### src/rtl/cpu_pkg.sv
// cpu_pkg: word/memory sizing shared by the fetch path and memory_unit.
package cpu_pkg;
    localparam int CPU_WORD_SIZE = 16;
    localparam int CPU_MEM_SIZE = 256;
    localparam logic [CPU_WORD_SIZE-1:0] CPU_ADDR_MASK = CPU_WORD_SIZE'(CPU_MEM_SIZE - 1);
endpackage

### src/rtl/fetch_fifo.sv
// fetch_fifo: registered prefetch queue with push, pop and flush; head is read from storage.
module fetch_fifo #(
    parameter int WIDTH = 32,
    parameter int DEPTH = 4
) (
    input  logic                       clk,
    input  logic                       rst_n,
    input  logic                       push_i,
    input  logic                       pop_i,
    input  logic                       flush_i,
    input  logic [WIDTH-1:0]           din_i,
    output logic [$clog2(DEPTH+1)-1:0] count_o,
    output logic [WIDTH-1:0]           head_o
);
    localparam int CW = $clog2(DEPTH + 1);
    localparam int PW = $clog2(DEPTH);
    logic [WIDTH-1:0] mem_q [DEPTH];
    logic [PW-1:0] wr_ptr_q, wr_ptr_d, rd_ptr_q, rd_ptr_d;
    logic [CW-1:0] count_q, count_d;
    always_comb begin
        wr_ptr_d = flush_i ? '0 : wr_ptr_q + PW'(push_i);
        rd_ptr_d = flush_i ? '0 : rd_ptr_q + PW'(pop_i);
        count_d  = flush_i ? '0 : count_q + CW'(push_i) - CW'(pop_i);
    end
    always_ff @(posedge clk or negedge rst_n) begin
        if (!rst_n) begin
            for (int i = 0; i < DEPTH; i++) mem_q[i] <= '0;
            wr_ptr_q <= '0;
            rd_ptr_q <= '0;
            count_q  <= '0;
        end else begin
            if (push_i && !flush_i) mem_q[wr_ptr_q] <= din_i;
            wr_ptr_q <= wr_ptr_d;
            rd_ptr_q <= rd_ptr_d;
            count_q  <= count_d;
        end
    end
    assign count_o = count_q;
    assign head_o  = mem_q[rd_ptr_q];
endmodule

### src/rtl/instr_fetch_queue.sv
// instr_fetch_queue: sequential fetch PC with branch redirect feeding a prefetch queue
// of {pc, instr} pairs to the decoder.
module instr_fetch_queue
    import cpu_pkg::*;
#(
    parameter int WORD_SIZE = CPU_WORD_SIZE,
    parameter int MEM_SIZE = CPU_MEM_SIZE,
    parameter int DEPTH = 4,
    parameter logic [WORD_SIZE-1:0] RESET_PC = '0
) (
    input  logic                 clk,
    input  logic                 rst_n,
    input  logic                 fetch_en_i,
    input  logic                 branch_valid_i,
    input  logic [WORD_SIZE-1:0] branch_target_i,
    output logic [WORD_SIZE-1:0] mem_addr_o,
    input  logic [WORD_SIZE-1:0] mem_rdata_i,
    output logic                 instr_valid_o,
    input  logic                 instr_ready_i,
    output logic [WORD_SIZE-1:0] instr_o,
    output logic [WORD_SIZE-1:0] instr_pc_o
);
    localparam int CW = $clog2(DEPTH + 1);
    localparam logic [WORD_SIZE-1:0] ADDR_MASK = WORD_SIZE'(MEM_SIZE - 1);
    logic [WORD_SIZE-1:0] fetch_pc_q, fetch_pc_d;
    logic [CW-1:0] count;
    logic [2*WORD_SIZE-1:0] head;
    logic push, pop;
    assign instr_valid_o = count != '0;
    assign pop  = instr_valid_o && instr_ready_i;
    // A pop frees a slot in the same cycle, so a full queue still accepts a push.
    assign push = fetch_en_i && !branch_valid_i && (count != CW'(DEPTH) || pop);
    always_comb begin
        fetch_pc_d = branch_valid_i ? (branch_target_i & ADDR_MASK)
                   : push ? ((fetch_pc_q + 1'b1) & ADDR_MASK) : fetch_pc_q;
    end
    always_ff @(posedge clk or negedge rst_n) begin
        if (!rst_n) fetch_pc_q <= RESET_PC & ADDR_MASK;
        else fetch_pc_q <= fetch_pc_d;
    end
    fetch_fifo #(.WIDTH(2 * WORD_SIZE), .DEPTH(DEPTH)) u_fifo (
        .clk     (clk),
        .rst_n   (rst_n),
        .push_i  (push),
        .pop_i   (pop),
        .flush_i (branch_valid_i),
        .din_i   ({fetch_pc_q, mem_rdata_i}),
        .count_o (count),
        .head_o  (head)
    );
    assign mem_addr_o = fetch_pc_q;
    assign instr_pc_o = head[2*WORD_SIZE-1:WORD_SIZE];
    assign instr_o    = head[WORD_SIZE-1:0];
endmodule
### config.mk
export PLATFORM = sky130hd
export DESIGN_NAME = instr_fetch_queue
export DESIGN_NICKNAME = d
export VERILOG_FILES = /design/src/rtl/cpu_pkg.sv /design/src/rtl/fetch_fifo.sv /design/src/rtl/instr_fetch_queue.sv
export SDC_FILE = /design/constraint.sdc
export NUM_CORES = 1
export LEC_CHECK = 0
export ABC_AREA = 1
export CAP_MARGIN = 20
export CORE_MARGIN = 10
export CORE_UTILIZATION = 56
export CTS_CLUSTER_DIAMETER = 30
export CTS_CLUSTER_SIZE = 8
export DETAILED_ROUTE_END_ITERATION = 6
export PLACE_DENSITY = 0.81
export SLEW_MARGIN = 20
export SYNTH_ARGS = -nofsm -noshare
export SYNTH_HDL_FRONTEND = slang
export SYNTH_HIERARCHICAL = 1
export SYNTH_SLANG_ARGS = --single-unit
export TNS_END_PERCENT = 10
### constraint.sdc
create_clock -name clk -period 2.8 [get_ports clk]
set_input_delay 0.56 -clock clk [delete_from_list [all_inputs] [get_ports clk]]
set_output_delay 0.56 -clock clk [all_outputs]
set_load 0.02 [all_outputs]
==> results.toml <==
[clocking]
cts_hold_buffers = 0
clk_root_buffer_cell = "clkbuf_16"
maximum_number_of_buffers_from_clock_root_to_sink = 2
cts-htree-levels = 4
clkLatencyLatePin_ns = 0.42
tritoncts.num_buffers = 17
clock_sink_count = 143
tritoncts = "done"
cts.clk_slew.worst_paths_ns = 0.06

[grt]
grt-busiest-layer = "met2"
grt_pass1_wl_um = 24800
vias_in_the_first_global_route = 5232
groute.usage.overall_pct = 18.1
use_met2_pct = 29.1
use_met3_pct = 5.27
initial_antenna_violation_count = 0
grt_start_max_net_pins = 52
global_route.usage.met1_pct = 23.4
grt_overflow = 0

[synthesis]
synth_largest_type_area_fraction_pct = 53.1
syn_inst = 823
postSynthRegisterBits = 143
netlist_area_um2 = 6740
synth.yosys.seq_area_share_pct = 53.1
synth_cell_type_count = 28
synth_area_leader_cell = "dfrtp_1"
ys.warnings.count = 6
yosys-top-cells-area = "dfrtp_1 (53%), nand2_1 (12%), o21ai_0 (12%), inv_1 (6.4%), o211ai_1 (3.6%)"
synth_area_per_cell_um2 = 8.19

[worst_hold_path]
timing.hold.worst.class = "input pin to async pin"

[die]
die_height_um = 130
initial_utilization_pct = 56.6
ioPinCount = 86
design.die.area_um2 = 16800
fp.coreArea_um2 = 11900
die_width_um = 130
fp-row-count = 40

[run]
drv.max_cap_violation_count = 0

[critical_path]
r2r_end = "u_fifo/count_o[2]"
peak_fanout_along_the_critical_path = 49
worst_reg2reg_path_depth = 9
critPathRequiredTime_ns = 2.24
start_kind = "register"
reg2reg_setup_slack_ns = 0.59
rr_startpoint = "u_fifo/count_o[1]"
critical_path_class = "register to output pin"
critical_path_arrival_ns = 2.16
worst_setup_path_end_kind = "output pin"

[route]
first_pass_iters = 5
num_vias = 5440
wl_per_cell_um = 13.9
totalWireLength_um = 14700
drt-vias-per-instance = 5.17
drc_errors = 0
drt_first_iter_violations = 456
final_antenna_net_count = 0

[status]
run_status = "completed"

[power_and_ir_drop]
design_power_total_mw = 8.39
power_density_nw_per_um2 = 1020
irDropWorstVdd_mv = 0.553
power_leakage_nw = 3.98

[place]
place_hpwl_um = 9090
placed_area_um2 = 7580
buffer_ports.inserted = 69
gpl.final_weighted_congestion = 0.744

[timing]
setup-violations-final = 0
rsz_0062_raised_after_global_routing = "no"
tns_ns = 0
final_clock_period_utilization_by_the_worst_path_pct = 97.2
fmax_mhz = 368
finalMaxSlewViolations = 0
final_period_minus_worst_setup_slack_ns = 2.72
finalHoldViolations = 0
finalClockSkew_ns = 0.00775

[layout]
final_nets = 935
insertedDiodeCount = 0
finish.instance_area_um2 = 8250
post_route_cells_drive_above_1_share_pct = 7.18
area_growth_syn_to_layout_pct = 22.3
## stage by stage
| step | util, % | std cells | hold WS [ns] | setup slack, ns |
|---|---|---|---|---|
| 2_1_floorplan | - | 838 | 0.264 | 0.869 |
| 3_3_place_gp | 63.6 | 1019 | 0.460 | 0.239 |
| 3_5_place_dp | 63.6 | 1019 | 0.468 | 0.108 |
| 4_1_cts | 69.0 | 1051 | 0.0948 | 0.0288 |
| 5_1_grt | 69.3 | 1052 | 0.112 | 0.00255 |
| 6_report | 69.3 | 1052 | 0.0862 | 0.0796 |
## state kept, by name (all words and copies together) (netlist names)
signal,count
u_fifo/wr_ptr_q,2
u_fifo/rd_ptr_q,2
mem_addr_o,8
u_fifo/count_o,3
u_fifo/mem_q,128
## placed cells by master (no fill, tap or decap), types with 5 or more instances in the layout
cell and n:
buf_4 17, dfrtp_1 141, conb_1 16, nand3_1 22, ha_1 5, nand2_2 5
inv_1 115, dlymetal6s2s_1 11, nor2_1 16, o21ai_0 161, clkdlybuf4s50_1 55, a21oi_1 34
clkbuf_8 6, clkbuf_16 17, o211ai_1 32, nand2_1 221
## routing by layer
metal | vias up | wire length (um) | part of all wire [%]
li1 | 2749 | - | -
met4 | 0 | 158 | 1.1
met5 | - | 0 | 0
met1 | 2559 | 6750 | 46
met3 | 15 | 739 | 5.0
met2 | 117 | 7000 | 48
## where the power goes
| part | total (mW) | switching [mW] | internal [mW] |
|---|---|---|---|
| registers | 2.93 | 0.344 | 2.59 |
| logic | 3.07 | 1.77 | 1.31 |
| clock network | 2.38 | 0.839 | 1.54 |
| total | 8.39 | 2.95 | 5.44 |
## worst max path at each step
stage,start,to,slack (ns),cells after the start
finish,u_fifo/rd_ptr_q[0],instr_o[14],0.08,5
CTS,u_fifo/rd_ptr_q[0],instr_pc_o[14],0.03,5
global route,u_fifo/rd_ptr_q[1],instr_pc_o[2],0.003,5
global placement,instr_ready_i,u_fifo/count_o[2],0.24,9
floorplan,u_fifo/count_o[1],u_fifo/count_o[2],0.87,9
detailed placement,instr_ready_i,u_fifo/count_o[2],0.11,9
## cell usage after synthesis, drive strengths merged
cell type  number
fa              1
xnor2           1
o211ai         32
o21bai          2
conb            1
a21boi          1
inv           115
clkbuf         20
clkinv          1
o21ai         164
xor2            1
nand3          22
dfrtp         143
a21oi          35
nand2         227
buf            34
ha              5
nor2           18
## cell type report
cell class / instances / area [um2]
Multi-Input combinational cell: 525 / 2490
Timing Repair Buffer: 89 / 905
Sequential cell: 143 / 3590
Fill cell: 937 / 3660
Clock inverter: 9 / 129
Tap cell: 147 / 184
Inverter: 116 / 448
Clock buffer: 23 / 508
## timing repair
| item | in CTS | in global routing |
|---|---|---|
| endpoints found under the setup margin | 2 | 21 |
| setup buffers | 0 | 1 |
| resized for setup | 3 | 11 |
## kinds of logic after synthesis
| family | after synthesis | synth area share, % |
|---|---|---|
| AO/OA/AOI/OAI | 234 | 18.8 |
| flip-flops | 143 | 53.1 |
| AND/OR/NAND/NOR | 267 | 15.7 |
| other | 1 | 0.0556 |
| XOR/XNOR | 2 | 0.260 |
| adder cells (fa/ha/maj) | 6 | 1.22 |
| buffers and inverters | 170 | 10.8 |
## worst max-delay path, stage by stage (launching register included)
cell and delay [ns]:
dfrtp_4 0.56, buf_12 0.20, a21oi_1 0.15, o21ai_0 0.09, nand2_1 0.10, clkdlybuf4s50_1 0.61
Note: power is estimated with default switching activity, not from simulation.
==> variant: new RTL, config.mk and constraints unchanged <==
Reset style: synchronous (`rst_n`), changed in 2 clocked blocks.
--- a/src/rtl/fetch_fifo.sv
+++ b/src/rtl/fetch_fifo.sv
@@ -22,7 +22,7 @@
         rd_ptr_d = flush_i ? '0 : rd_ptr_q + PW'(pop_i);
         count_d  = flush_i ? '0 : count_q + CW'(push_i) - CW'(pop_i);
     end
-    always_ff @(posedge clk or negedge rst_n) begin
+    always_ff @(posedge clk) begin
         if (!rst_n) begin
             for (int i = 0; i < DEPTH; i++) mem_q[i] <= '0;
             wr_ptr_q <= '0;
--- a/src/rtl/instr_fetch_queue.sv
+++ b/src/rtl/instr_fetch_queue.sv
@@ -34,7 +34,7 @@
         fetch_pc_d = branch_valid_i ? (branch_target_i & ADDR_MASK)
                    : push ? ((fetch_pc_q + 1'b1) & ADDR_MASK) : fetch_pc_q;
     end
-    always_ff @(posedge clk or negedge rst_n) begin
+    always_ff @(posedge clk) begin
         if (!rst_n) fetch_pc_q <= RESET_PC & ADDR_MASK;
         else fetch_pc_q <= fetch_pc_d;
     end
Formal check against the unedited RTL: differs if rst_n is asserted again (counterexample within 4 cycles, from zero or initial values and one cycle with rst_n low); with rst_n held inactive, the same outputs for 4 cycles.
==> variant against the unedited design <==
Fmax grew 2.8%; worst setup slack improved by 73 ps; die area up 1.7%; sequential cell count unchanged; final area increased by 1.3%; area after synthesis rose by 2.0%; wire length is 3.9% higher; utilization rose by 0.33 points; critical endpoint is now instr_pc_o[0]; largest cell class unchanged.
Power is not compared: it rests on default switching activity, and its combinational part moved more than twofold at a synthesized area within 25%.
==> variant: results (changes against the unedited design) <==
Global routing
  – Global-route wire length before repair: 24,500 um (-1.1%)
  – Vias in the first global route: 5,176 (-1.1%)
  – Largest net degree at the start of global routing: 65 (+25%)
  – GRT Total Usage: 18.3% (+0.22 points)

Detailed routing
  – Routed WL: 15,200 um (+3.9%)
  – DR iter-0 viols: 480 (+5.3%)
  – Pre-antenna DRT Iters: 6 (+1)

Yosys
  – Post-Synth Adder-Cell Area: 1.20% (-0.024 points)
  – Synth area leaders: edfxtp_1 56%, nor2_1 6.6%, inv_1 6.3%
  – Synthesized area per cell: 9.73 um^2 (+19%)
  – Most frequent cells after synthesis: 128 x edfxtp_1, 121 x nor2_1, 115 x inv_1
  – Synth Area in Compound Gates: 9.19% (-9.6 points)
  – Register area share after synthesis: 60.2% (+7.2 points)
  – Post-synth cell types: 31 (+11%)

Final layout
  – Fin util: 69.6% (+0.33 points)
  – Fill cells: 850 (-9.3%)
  – Clock network area share: 6.66% (-1.1 points)
  – Layout cell share with drive strength beyond 1: 11.2% (+4.0 points)
  – Nets@finish: 826 (-12%)
  – Inverters: 120 (+3.4%)
  – Non-clk buf share: 11.1% (+0.097 points)
  – Clock buf count: 20 (-13%)
  – Sequential share of cell area: 49.6% (+6.2 points)
  – Buffers outside the clock class: 88 (-1.1%)
  – Multi-input logic area: 0.00209 mm^2 (-16%)
  – #MultiIn Comb: 413 (-21%)

Placed design
  – Worst slack at placement: 109 ps (+1.55 ps)
  – DP HPWL: 9220 um (+1.4%)
  – GP Congestion: 0.853 (+15%)
  – Port Buffer Count: 69 (unchanged)
  – Placed insts: 910 (-11%)

Worst setup path
  – Path depth of the worst reg2reg path: 11 (+2)
  – CP Launch Point: u_fifo/rd_ptr_q[0]
  – Worst-path fanout max: 45 (-8.2%)
  – Crit path capture: instr_pc_o[0]
  – Worst reg2reg startpoint: u_fifo/count_o[1]
  – Worst r2r dst: u_fifo/count_o[2]
  – CP arrival: 2090 ps (-70 ps)
  – Reg-to-reg slack, setup: 660 ps (+70 ps)
  – CP max stage delay: 630 ps (+20 ps)

STA
  – Clock skew: 7.25 ps (-0.499 ps)
  – Worst hold slack: 573 ps (+487 ps)
  – Final critical delay including setup and external delays: 2650 ps (-73.4 ps)

Status
  – Status: finished clean

Worst hold path
  – Worst Hold Class: flop to flop

Clock network
  – Cts repair resizes: 0 (-3)
-- variant: worst reg2reg max path, stage by stage, from the launching register on --
cell,delay [ps]
dfxtp_1,450
nor2_4,90
a21boi_1,220
ha_1,270
inv_1,60
ha_1,130
inv_1,50
fa_1,380
inv_1,60
nand2_1,70
a21oi_1,160
nor2_1,80
-- variant: per-layer routing --
| layer | GRT usage, % | vias to the layer above | share of wire [%] |
|---|---|---|---|
| met5 | 0 | - | 0 |
| met4 | 6.93 | 0 | 1.7 |
| met3 | 5.60 | 29 | 7.6 |
| met2 | 32.4 | 191 | 52 |
| met1 | 20.4 | 2385 | 39 |
| li1 | - | 2431 | - |
-- variant: power by group through the flow --
stage	combinational, mW	clock (mW)	sequential [mW]
floorplan	0.289	0	2.49
global placement	0.494	0	2.49
detailed placement	0.509	0	2.50
CTS	0.515	2.13	2.45
global route	0.564	2.23	2.46
finish	0.516	2.12	2.45
